--- src/rtl/probe_frame_sender.sv ---
// Probe frame generator: bursts of fixed-length Ethernet test frames on the MAC TX byte port.
// Define PROBE_TIMESTAMP_EN to carry a latched 32-bit tx_clk timestamp in bytes 16-19.
module probe_frame_sender #(
  parameter int unsigned FRAME_LEN   = 60,
  parameter int unsigned GAP_CYCLES  = 100,
  parameter int unsigned ACK_TIMEOUT = 1024,
  parameter logic [47:0] DST_MAC     = 48'hFFFFFFFFFFFF,
  parameter logic [47:0] SRC_MAC     = 48'h004e46324300,
  parameter logic [15:0] ETH_TYPE    = 16'h88B5
) (
  input  logic        tx_clk,
  input  logic        reset,
  input  logic        enable,
  input  logic [15:0] frame_count,
  output logic        conf_tx_en,
  output logic        conf_tx_jumbo_en,
  output logic        conf_tx_no_gen_crc,
  output logic [7:0]  mac_tx_data,
  output logic        mac_tx_dvld,
  input  logic        mac_tx_ack,
  output logic        busy,
  output logic [15:0] seq,
  output logic [7:0]  timeout_cnt
);

  localparam int IDX_W = (FRAME_LEN > 1) ? $clog2(FRAME_LEN) : 1;
  localparam int GAP_W = (GAP_CYCLES > 1) ? $clog2(GAP_CYCLES) : 1;
  localparam int ACK_W = (ACK_TIMEOUT > 1) ? $clog2(ACK_TIMEOUT) : 1;

  localparam logic [IDX_W-1:0] IDX_LAST = IDX_W'(FRAME_LEN - 1);
  localparam logic [GAP_W-1:0] GAP_LAST = GAP_W'(GAP_CYCLES - 1);
  localparam logic [ACK_W-1:0] ACK_LAST = ACK_W'(ACK_TIMEOUT - 1);
  localparam logic             JUMBO    = (FRAME_LEN > 1514);

  typedef enum logic [1:0] {IDLE, GAP, WAIT_ACK, DATA} state_t;

  state_t           state, state_n;
  logic [GAP_W-1:0] gap_cnt, gap_cnt_n;
  logic [ACK_W-1:0] ack_cnt, ack_cnt_n;
  logic [IDX_W-1:0] idx, idx_n;
  logic [15:0]      remaining, remaining_n;
  logic [15:0]      seq_n;
  logic [7:0]       timeout_cnt_n;
  logic [7:0]       data_n;
  logic             dvld_n;
  logic             enable_q;

`ifdef PROBE_TIMESTAMP_EN
  logic [31:0] ts_cnt;
  logic [31:0] ts_latch;
  logic        capture;
`endif

  // Byte i of the frame; header fields are sent most significant byte first.
  function automatic logic [7:0] frame_byte(input logic [15:0] i);
    int unsigned k;
    logic [7:0]  b;
    k = 32'(i);
    b = i[7:0];
    if (k < 6)       b = 8'(DST_MAC >> (8 * (5 - k)));
    else if (k < 12) b = 8'(SRC_MAC >> (8 * (11 - k)));
    else if (k < 14) b = 8'(ETH_TYPE >> (8 * (13 - k)));
    else if (k < 16) b = 8'(seq >> (8 * (15 - k)));
`ifdef PROBE_TIMESTAMP_EN
    else if (k < 20) b = 8'(ts_latch >> (8 * (19 - k)));
`endif
    return b;
  endfunction

  always_comb begin
    state_n       = state;
    gap_cnt_n     = gap_cnt;
    ack_cnt_n     = ack_cnt;
    idx_n         = idx;
    remaining_n   = remaining;
    seq_n         = seq;
    timeout_cnt_n = timeout_cnt;
    dvld_n        = 1'b0;
    data_n        = 8'h00;
`ifdef PROBE_TIMESTAMP_EN
    capture       = 1'b0;
`endif
    case (state)
      IDLE: begin
        if (enable && !enable_q) begin
          remaining_n = frame_count;
          gap_cnt_n   = '0;
          state_n     = GAP;
        end
      end
      GAP: begin
        if (!enable) begin
          state_n = IDLE;
        end else if (gap_cnt == GAP_LAST) begin
          state_n   = WAIT_ACK;
          ack_cnt_n = '0;
          dvld_n    = 1'b1;
          data_n    = frame_byte(16'd0);
        end else begin
          gap_cnt_n = gap_cnt + 1'b1;
        end
      end
      WAIT_ACK: begin
        if (mac_tx_ack) begin
          state_n = DATA;
          idx_n   = IDX_W'(1);
          dvld_n  = 1'b1;
          data_n  = frame_byte(16'd1);
`ifdef PROBE_TIMESTAMP_EN
          capture = 1'b1;
`endif
        end else if (ack_cnt == ACK_LAST) begin
          // Aborted frame: the sequence number is reused on the retry.
          state_n   = GAP;
          gap_cnt_n = '0;
          if (timeout_cnt != 8'hFF) timeout_cnt_n = timeout_cnt + 8'd1;
        end else begin
          ack_cnt_n = ack_cnt + 1'b1;
          dvld_n    = 1'b1;
          data_n    = frame_byte(16'd0);
        end
      end
      DATA: begin
        if (idx == IDX_LAST) begin
          seq_n     = seq + 16'd1;
          gap_cnt_n = '0;
          if (remaining != 16'd0) remaining_n = remaining - 16'd1;
          state_n = (remaining == 16'd1 || !enable) ? IDLE : GAP;
        end else begin
          idx_n  = idx + 1'b1;
          dvld_n = 1'b1;
          data_n = frame_byte(16'(idx) + 16'd1);
        end
      end
      default: state_n = IDLE;
    endcase
  end

  always_ff @(posedge tx_clk) begin
    if (reset) begin
      state              <= IDLE;
      gap_cnt            <= '0;
      ack_cnt            <= '0;
      idx                <= '0;
      remaining          <= '0;
      seq                <= '0;
      timeout_cnt        <= '0;
      mac_tx_dvld        <= 1'b0;
      mac_tx_data        <= 8'h00;
      busy               <= 1'b0;
      conf_tx_en         <= 1'b0;
      conf_tx_jumbo_en   <= 1'b0;
      conf_tx_no_gen_crc <= 1'b0;
    end else begin
      state              <= state_n;
      gap_cnt            <= gap_cnt_n;
      ack_cnt            <= ack_cnt_n;
      idx                <= idx_n;
      remaining          <= remaining_n;
      seq                <= seq_n;
      timeout_cnt        <= timeout_cnt_n;
      mac_tx_dvld        <= dvld_n;
      mac_tx_data        <= data_n;
      busy               <= (state_n != IDLE);
      conf_tx_en         <= 1'b1;
      conf_tx_jumbo_en   <= JUMBO;
      conf_tx_no_gen_crc <= 1'b0;
    end
  end

  // Tracks enable through reset too, so a level held high across reset does not start a burst.
  always_ff @(posedge tx_clk) begin
    enable_q <= enable;
  end

`ifdef PROBE_TIMESTAMP_EN
  always_ff @(posedge tx_clk) begin
    if (reset) begin
      ts_cnt   <= '0;
      ts_latch <= '0;
    end else begin
      ts_cnt <= ts_cnt + 32'd1;
      if (capture) ts_latch <= ts_cnt;
    end
  end
`endif

endmodule

--- config.mk ---
export PLATFORM = sky130hd
export DESIGN_NAME = probe_frame_sender
export DESIGN_NICKNAME = d
export VERILOG_FILES = /design/src/rtl/probe_frame_sender.sv
export SDC_FILE = /design/constraint.sdc
export NUM_CORES = 1
export LEC_CHECK = 0
export CAP_MARGIN = 25
export CORE_MARGIN = 2
export CORE_UTILIZATION = 40
export CTS_CLUSTER_DIAMETER = 150
export DETAILED_ROUTE_END_ITERATION = 10
export SLEW_MARGIN = 20
export SYNTH_ARGS = -nofsm -noshare
export SYNTH_HDL_FRONTEND = slang
export SYNTH_SLANG_ARGS = --single-unit
--- constraint.sdc ---
create_clock -name tx_clk -period 5.03 [get_ports tx_clk]
set_clock_uncertainty 0.2 [all_clocks]
set_input_delay 0.7545 -clock tx_clk [delete_from_list [all_inputs] [get_ports tx_clk]]
set_output_delay 0.7545 -clock tx_clk [all_outputs]
set_load 0.03 [all_outputs]
Word-level counts from Yosys, hierarchy flattened:

Index checks and enable logic that the tools add are counted.

* register bits: 77
* output and inout port bits: 37

* $add $sub $neg: 11
* magnitude comparators: 4
* equal/unequal tests: 19
* shifts and indexed selects: 4
* mux-type cells: 44
* bitwise operators: 1
* reductions and logical operators: 16

Operator list (count)
* $mux W8: 9
* $mux W16: 3
* $shr A48 B32 Y8 const A: 1
* $mux W7: 6
* $mux W10: 4
* $shr A39 B32 Y8 const A: 1
* $pmux W16 S2: 1
* $shr A16 B32 Y8: 1
* $shr A16 B32 Y8 const A: 1
* $pmux W7 S4: 1
* $pmux W8 S3: 1
* $sub A4 B7 Y8 const A: 3
* $ne A2 B2 Y1 const B: 11
* $pmux W10 S2: 1
* $add A16 B1 Y16 const B: 1
* $eq A16 B1 Y1 const B: 1
* $reduce_bool A16 Y1: 1
* $sub A16 B1 Y16 const B: 1
* $lt A7 B4 Y1 const B: 2
* $mux W2: 6
* $mux W6: 2
* $pmux W6 S2: 1
* $add A10 B1 Y10 const B: 1
* $eq A10 B10 Y1 const B: 1
* other kinds (26): 38

Longest topological paths before layout:

Gate-level depths: netlist of run 1.

* depth after elaboration: 9
* gate-level depth with buffers: 10
* mapped depth without buffers: 9

Worst setup path before layout of run 1:

Ideal clock, no wire load.

* path type: register to register
* start: register idx[0]
* end: register mac_tx_data[2]
* library setup time: 0.081 ns
* arrival: 2.806 ns
* slack: 1.944 ns
* cell stages (with the launch flop): 10
* period minus slack after synthesis: 3.086 ns
* path through: dfxtp_1 -> ha_1 -> buf_2 -> xor2_1 -> ha_1 -> xnor3_1 -> or3_4 -> o311a_1 -> a211o_1 -> a22oi_1

* cells in the longest elaborated chain, start to end: 9
* elaborated cells between the ends (all ways): 20
* classes of those cells: add/sub (5); order compare (4); eq/ne (1); shift (4); mux (6)

RTL lines
* from (decl): RTL line 40 `logic [IDX_W-1:0] idx, idx_n;`
* from (signal assigned): RTL line 158 `idx <= idx_n;`
* $add A6 B1 Y7: RTL line 132 `data_n = frame_byte(16'(idx) + 16'd1);`
* $sub A4 B7 Y8: RTL line 63 `else if (k < 16) b = 8'(seq >> (8 * (15 - k)));`
* $shr A16 B32 Y8: RTL line 63
* $mux W8: RTL line 63
* $mux W8: RTL line 62 `else if (k < 14) b = 8'(ETH_TYPE >> (8 * (13 - k)));`
* $mux W8: RTL line 61 `else if (k < 12) b = 8'(SRC_MAC >> (8 * (11 - k)));`
* $mux W8: RTL line 60 `if (k < 6) b = 8'(DST_MAC >> (8 * (5 - k)));`
* $mux W8 *: RTL line 124 `if (idx == IDX_LAST) begin`
* $pmux W8 S3 *: RTL line 83 `case (state)`
* to (signal assigned): RTL line 163 `mac_tx_data <= data_n;`
* to (decl): RTL line 18 `output logic [7:0] mac_tx_data,`

Mark *: on every way between the ends. The rest lies on a longest branch, timed or not.
A chain may end at the register's enable or synchronous reset.

Worst setup path after layout of run 1:

Same ends and word-level chain as after synthesis.

==> results of run 1 <==
==> through the flow <==
stage               cells  utilization (%)
floorplan             568                -
global placement      739             45.9
detailed placement    739             45.9
CTS                   755             48.3
global route          755             48.3
finish                755             48.3
==> registers in the layout (all words and copies together) (netlist names), 2 cells and up <==
signal       count
seq             16
ack_cnt         10
timeout_cnt      8
gap_cnt          7
remaining       16
state            2
idx              6
mac_tx_data      8
==> per-layer routing <==
layer  wire [um]  share of wire, %  vias to the layer above
met5           0                 0                        -
met4         310               2.7                        0
met3         398               3.4                       22
met2        5350                46                       84
met1        5560                48                     2033
li1            -                 -                     2142
==> area by class of cell <==
type,count,area [um2],area share (%)
tap,143,179,3.29
inverter,10,37.5,0.689
sequential,77,1540,28.3
multi-input combinational,451,2850,52.3
clock inverter,6,47.5,0.873
timing repair buffer,58,566,10.4
clock buffer,10,229,4.20
==> cells by family after synthesis <==
family	after synthesis	synth area share, %
AOI/OAI and AO/OA	136	20.1
xor gates and xnor gates	40	7.97
adders and majority gates	13	3.56
buffers and inverters	40	4.00
DFF	77	33.8
muxes	12	2.71
other	1	0.0821
and+or+nand+nor	248	27.9
==> synthesized netlist by cell type, types with 5 or more instances <==
cell type	count
dfxtp_1	77
clkbuf_1	13
and2_1	6
and3_1	14
nor2_1	64
inv_1	9
xor2_1	28
nand3_1	27
nand4_1	21
a21oi_1	39
a22oi_1	6
a211oi_1	6
buf_2	8
xnor2_1	11
o21ai_0	29
nor4_1	5
mux2i_1	9
nor3_1	14
or3_1	7
ha_1	13
nor2b_1	6
nand2b_1	5
nand2_1	59
==> worst max-delay path: stages, from the launching register on <==
cell     delay [ns]
dfxtp_1        0.92
ha_1           0.27
buf_4          0.20
xor2_1         0.58
ha_1           0.32
xnor3_1        0.30
or3_4          0.39
o311a_1        0.32
a211o_1        0.28
a22oi_1        0.14
==> worst max-delay path by stage <==
stage / from / endpoint / slack, ns / cells after the start
after global routing: idx[0] / mac_tx_data[2] / 0.71 / 9
after global placement: idx[0] / mac_tx_data[2] / 1.10 / 9
after detailed placement: idx[0] / mac_tx_data[2] / 1.05 / 9
after CTS: idx[0] / mac_tx_data[2] / 1.03 / 9
final: idx[0] / mac_tx_data[2] / 1.01 / 9
after floorplan: idx[0] / mac_tx_data[2] / 1.94 / 9
==> power by group through the flow <==
stage / Sequential, mW / Combinational [mW] / Clock (mW)
4_1_cts: 0.632 / 0.106 / 0.626
5_1_grt: 0.634 / 0.117 / 0.654
6_report: 0.632 / 0.106 / 0.608
2_1_floorplan: 0.644 / 0.0704 / 0
3_5_place_dp: 0.646 / 0.105 / 0
3_3_place_gp: 0.646 / 0.104 / 0
==> flow_summary.json, run 1 <==
{
  "cts.sinks": 77,
  "slew-limit-headroom_pct": 38.8,
  "cts_tree": "built",
  "async_flop_share_pct": 0,
  "cap_viol_max_count": 0,
  "first_iter_violations": 215,
  "max-clock-path-buffers": 2,
  "dp_slack_ns": 1.05,
  "cts_resized": 0,
  "wl_um": 11600,
  "grt_pass1_wl_um": 19200,
  "worstPathMaxFanout": 26,
  "gp_congestion": 0.923,
  "dpl_cell_area_um2": 5170,
  "dp_hpwl_um": 8060,
  "p_int_mw": 1.00,
  "fp-row-count": 39,
  "synth.area.top_cells": "dfxtp_1, xor2_1, nor2_1",
  "clk_latency_ns": 0.33,
  "first_pass_iters": 5,
  "holdWs_ns": 0.280,
  "core-area_um2": 11300,
  "num-fill-cells": 1108,
  "diodes": 0,
  "nets": 640,
  "setup_viol": 0,
  "rr_worst_depth": 9,
  "finalCriticalPeriod_ns": 4.02,
  "numCtsBuffers": 9,
  "rsz0062_at_grt": "no",
  "post_cts_buffers": 0,
  "cts_root_buffer": "clkbuf_16",
  "slew_viol_final": 0,
  "pwr-share-seq_pct": 47.0,
  "fp.dieW_um": 111,
  "track_usage_pct": 18.9,
  "pwr-share-comb_pct": 7.9,
  "stdcell_area_um2": 5450,
  "grt_max_degree": 50,
  "tightest_slew_ns": 0.916,
  "use_met3_pct": 2.41,
  "clock_power_share_pct": 45.2,
  "hold_path_startpoint": "remaining[12]",
  "synth_area_um2": 4570,
  "synth-seq-area-share_pct": 33.8,
  "synth_top_cell_area_share_pct": 33.8,
  "antenna_found_initial": 0,
  "vias": 4281,
  "required_ns": 5.09,
  "use_met1_pct": 25.9,
  "p_sw_share_pct": 25.6,
  "first_global_vias": 3998,
  "ys_ff_latch": 77,
  "whs_path_depth": 2,
  "synth-edff-count": 0,
  "status": "finished clean",
  "vdd_ir_drop_max_uv": 137,
  "top_usage_layer": "met2",
  "reg2reg_from": "idx[0]",
  "critPathKind": "flip-flop to flip-flop",
  "static-leakage-power_nw": 2.02,
  "via_per_inst": 5.67,
  "drc": 0,
  "power_density_nw_per_um2": 247,
  "overflow": 0,
  "ys_types": 71,
  "clk_pin_slew_worst_paths_ns": 0.06,
  "reg2reg_to": "mac_tx_data[2]",
  "yosysTopAreaCell": "dfxtp_1",
  "hp-class": "flip-flop to flip-flop",
  "layout-drive-gt1-share_pct": 6.05,
  "antenna_left": 0,
  "ys_warn_count": 0,
  "min_to": "remaining[12]",
  "initial_core_util_pct": 40.5,
  "p_total_mw": 1.35,
  "portBuffers": 54,
  "fin_setup_tns_ns": 0,
  "chipHeight_um": 111,
  "layout_common_cells": "dfxtp_1, nor2_1, nand2_1, clkdlybuf4s50_1, a21oi_1",
  "htreeDepth": 3,
  "syn_area_per_cell_um2": 8.05,
  "final_critical_path_setup_slack_ns": 1.01,
  "ys.flop_type": "dfxtp_1",
  "clock.fmax_ghz": 0.249,
  "use_met2_pct": 29.9,
  "critPathCaptureType": "flip-flop",
  "hold_viol_final": 0,
  "postSynthCellCount": 567,
  "power_switching_uw": 345,
  "period_share_pct": 79.9,
  "routedWlPerCell_um": 15.4,
  "critical_path.startpoint_type": "flip-flop",
  "ctsHoldBuffers": 0,
  "r2r_setup_slack_ns": 1.01,
  "syn_to_final_growth_pct": 19.3,
  "final_common_cell": "dfxtp_1",
  "fp.dieArea_um2": 12300,
  "io-pin-count": 57,
  "worstPathArrival_ns": 4.08
}
Note: power is estimated with default switching activity, not from simulation.
==> run 2: changes to the inputs <==
Clock period 5.03 ns to 3.4 ns, I/O delays scaled along.
==> run 2 against run 1 <==
  * Clock power rose by 76%
  * Highest routed layer unchanged
  * Non-clock buffer count grew 9
  * Worst setup slack worse by 0.50 ns
  * Critical path type unchanged
  * Via count is essentially flat
  * Largest power group is now the clock network
==> flow_summary.json, run 2 (same netlist as run 1, synthesis figures left out) <==
{
  "status": "finished clean",
  "top_regs": "remaining (16), seq (16), ack_cnt (10)",
  "fp.dieArea_um2": 12300,
  "setup_viol": 0,
  "layout_common_cells": "dfxtp_1, nor2_1, nand2_1, clkdlybuf4s50_1, a21oi_1",
  "period_share_pct": 85.0,
  "overflow": 0,
  "fp-row-count": 39,
  "grt_pass1_wl_um": 19200,
  "clk_pin_slew_worst_paths_ns": 0.06,
  "antenna_left": 0,
  "post_cts_buffers": 0,
  "first_pass_iters": 5,
  "num-fill-cells": 1079,
  "cts_resized": 0,
  "chipHeight_um": 111,
  "dpl_cell_area_um2": 5240,
  "first_global_vias": 3936,
  "initial_core_util_pct": 40.5,
  "final_common_cell": "dfxtp_1",
  "grt_max_degree": 30,
  "drc": 0,
  "tightest_slew_ns": 0.826,
  "hp-class": "flip-flop to flip-flop",
  "first_iter_violations": 213,
  "cts.sinks": 77,
  "hold_viol_final": 0,
  "dp_cells": 748,
  "gp_congestion": 0.951,
  "power_density_nw_per_um2": 388,
  "cap_viol_max_count": 0,
  "antenna_found_initial": 0,
  "fp.dieW_um": 111,
  "holdWs_ns": 0.283,
  "fin_setup_tns_ns": 0,
  "io-pin-count": 57,
  "rsz0062_at_grt": "no",
  "fin_cells": 764,
  "cts_root_buffer": "clkbuf_16",
  "worstPathMaxFanout": 11,
  "htreeDepth": 3,
  "worstPathArrival_ns": 2.95,
  "track_usage_pct": 18.9,
  "vdd_ir_drop_max_uv": 382,
  "slew_viol_final": 0,
  "routedWlPerCell_um": 15.2,
  "critPathKind": "flip-flop to flip-flop",
  "dp_hpwl_um": 8240,
  "portBuffers": 54,
  "numCtsBuffers": 9,
  "clk_latency_ns": 0.34,
  "nets": 649,
  "critPathCaptureType": "flip-flop",
  "clock.fmax_ghz": 0.346,
  "diodes": 0,
  "static-leakage-power_nw": 2.09,
  "slew-limit-headroom_pct": 44.4,
  "finalCriticalPeriod_ns": 2.89,
  "via_per_inst": 5.60,
  "wl_um": 11600,
  "syn_to_final_growth_pct": 21.9,
  "ctsHoldBuffers": 0,
  "required_ns": 3.46,
  "layout-drive-gt1-share_pct": 7.57,
  "critical_path.startpoint_type": "flip-flop",
  "cts_tree": "built",
  "vias": 4282,
  "stdcell_area_um2": 5570,
  "p_total_mw": 2.16,
  "core-area_um2": 11300,
  "max-clock-path-buffers": 2
}
## run 2: cell type report
class,instances,area [um2],area share (%)
multi-input cells,451,2850,51.1
flip-flops and latches,77,1540,27.7
repair buffers,67,633,11.4
clock buffers,10,239,4.29
well taps,143,179,3.21
clock inverters,6,91.3,1.64
inverters,10,37.5,0.674
## run 2: through the flow
stage | setup WS (ns) | utilization, %
final | 0.510 | 49.4
after global routing | 0.304 | 49.4
after CTS | 0.499 | 49.4
after detailed placement | 0.533 | 46.5
after global placement | 0.603 | 46.5
after floorplan | 0.314 | -
## run 2: critical path: stages, from the launching register on
cell and delay, ns:
dfxtp_1 0.48, ha_1 0.24, xor2_1 0.19, ha_1 0.22, xnor3_1 0.32, or3_4 0.40
o311a_1 0.33, a211o_1 0.28, a22oi_1 0.15
## run 2: layer usage
metal  wire (um)  share of wire (%)  global-route usage [%]  up-vias
met5           0                  0                       0        -
met4         217                1.9                    6.33        0
met3         551                4.7                    3.66       16
met2        5200                 45                    29.0       99
met1        5670                 49                    26.6     2008
li1            -                  -                       -     2159
## run 2: final timing paths
| path | start | slack [ns] | endpoint | cells past startpoint |
|---|---|---|---|---|
| worst min-delay path | remaining[12] | 0.28 | remaining[12] | 2 |
| worst min register to register | remaining[12] | 0.28 | remaining[12] | 2 |
| worst max-delay path | idx[1] | 0.51 | mac_tx_data[2] | 8 |
| worst max register to register | idx[1] | 0.51 | mac_tx_data[2] | 8 |
## run 2: where the power goes
| part | switching [mW] | internal (mW) | total (mW) |
|---|---|---|---|
| sequential | 0.0178 | 0.917 | 0.935 |
| clock | 0.398 | 0.669 | 1.07 |
| combinational | 0.0934 | 0.0666 | 0.160 |
| total | 0.510 | 1.65 | 2.16 |
==> run 3: changes to the inputs <==
Settings changed: SKIP_LAST_GASP set to 1.
==> results of run 3 <==
Same layout as run 2: the final DEF is identical, and so are final timing and power.
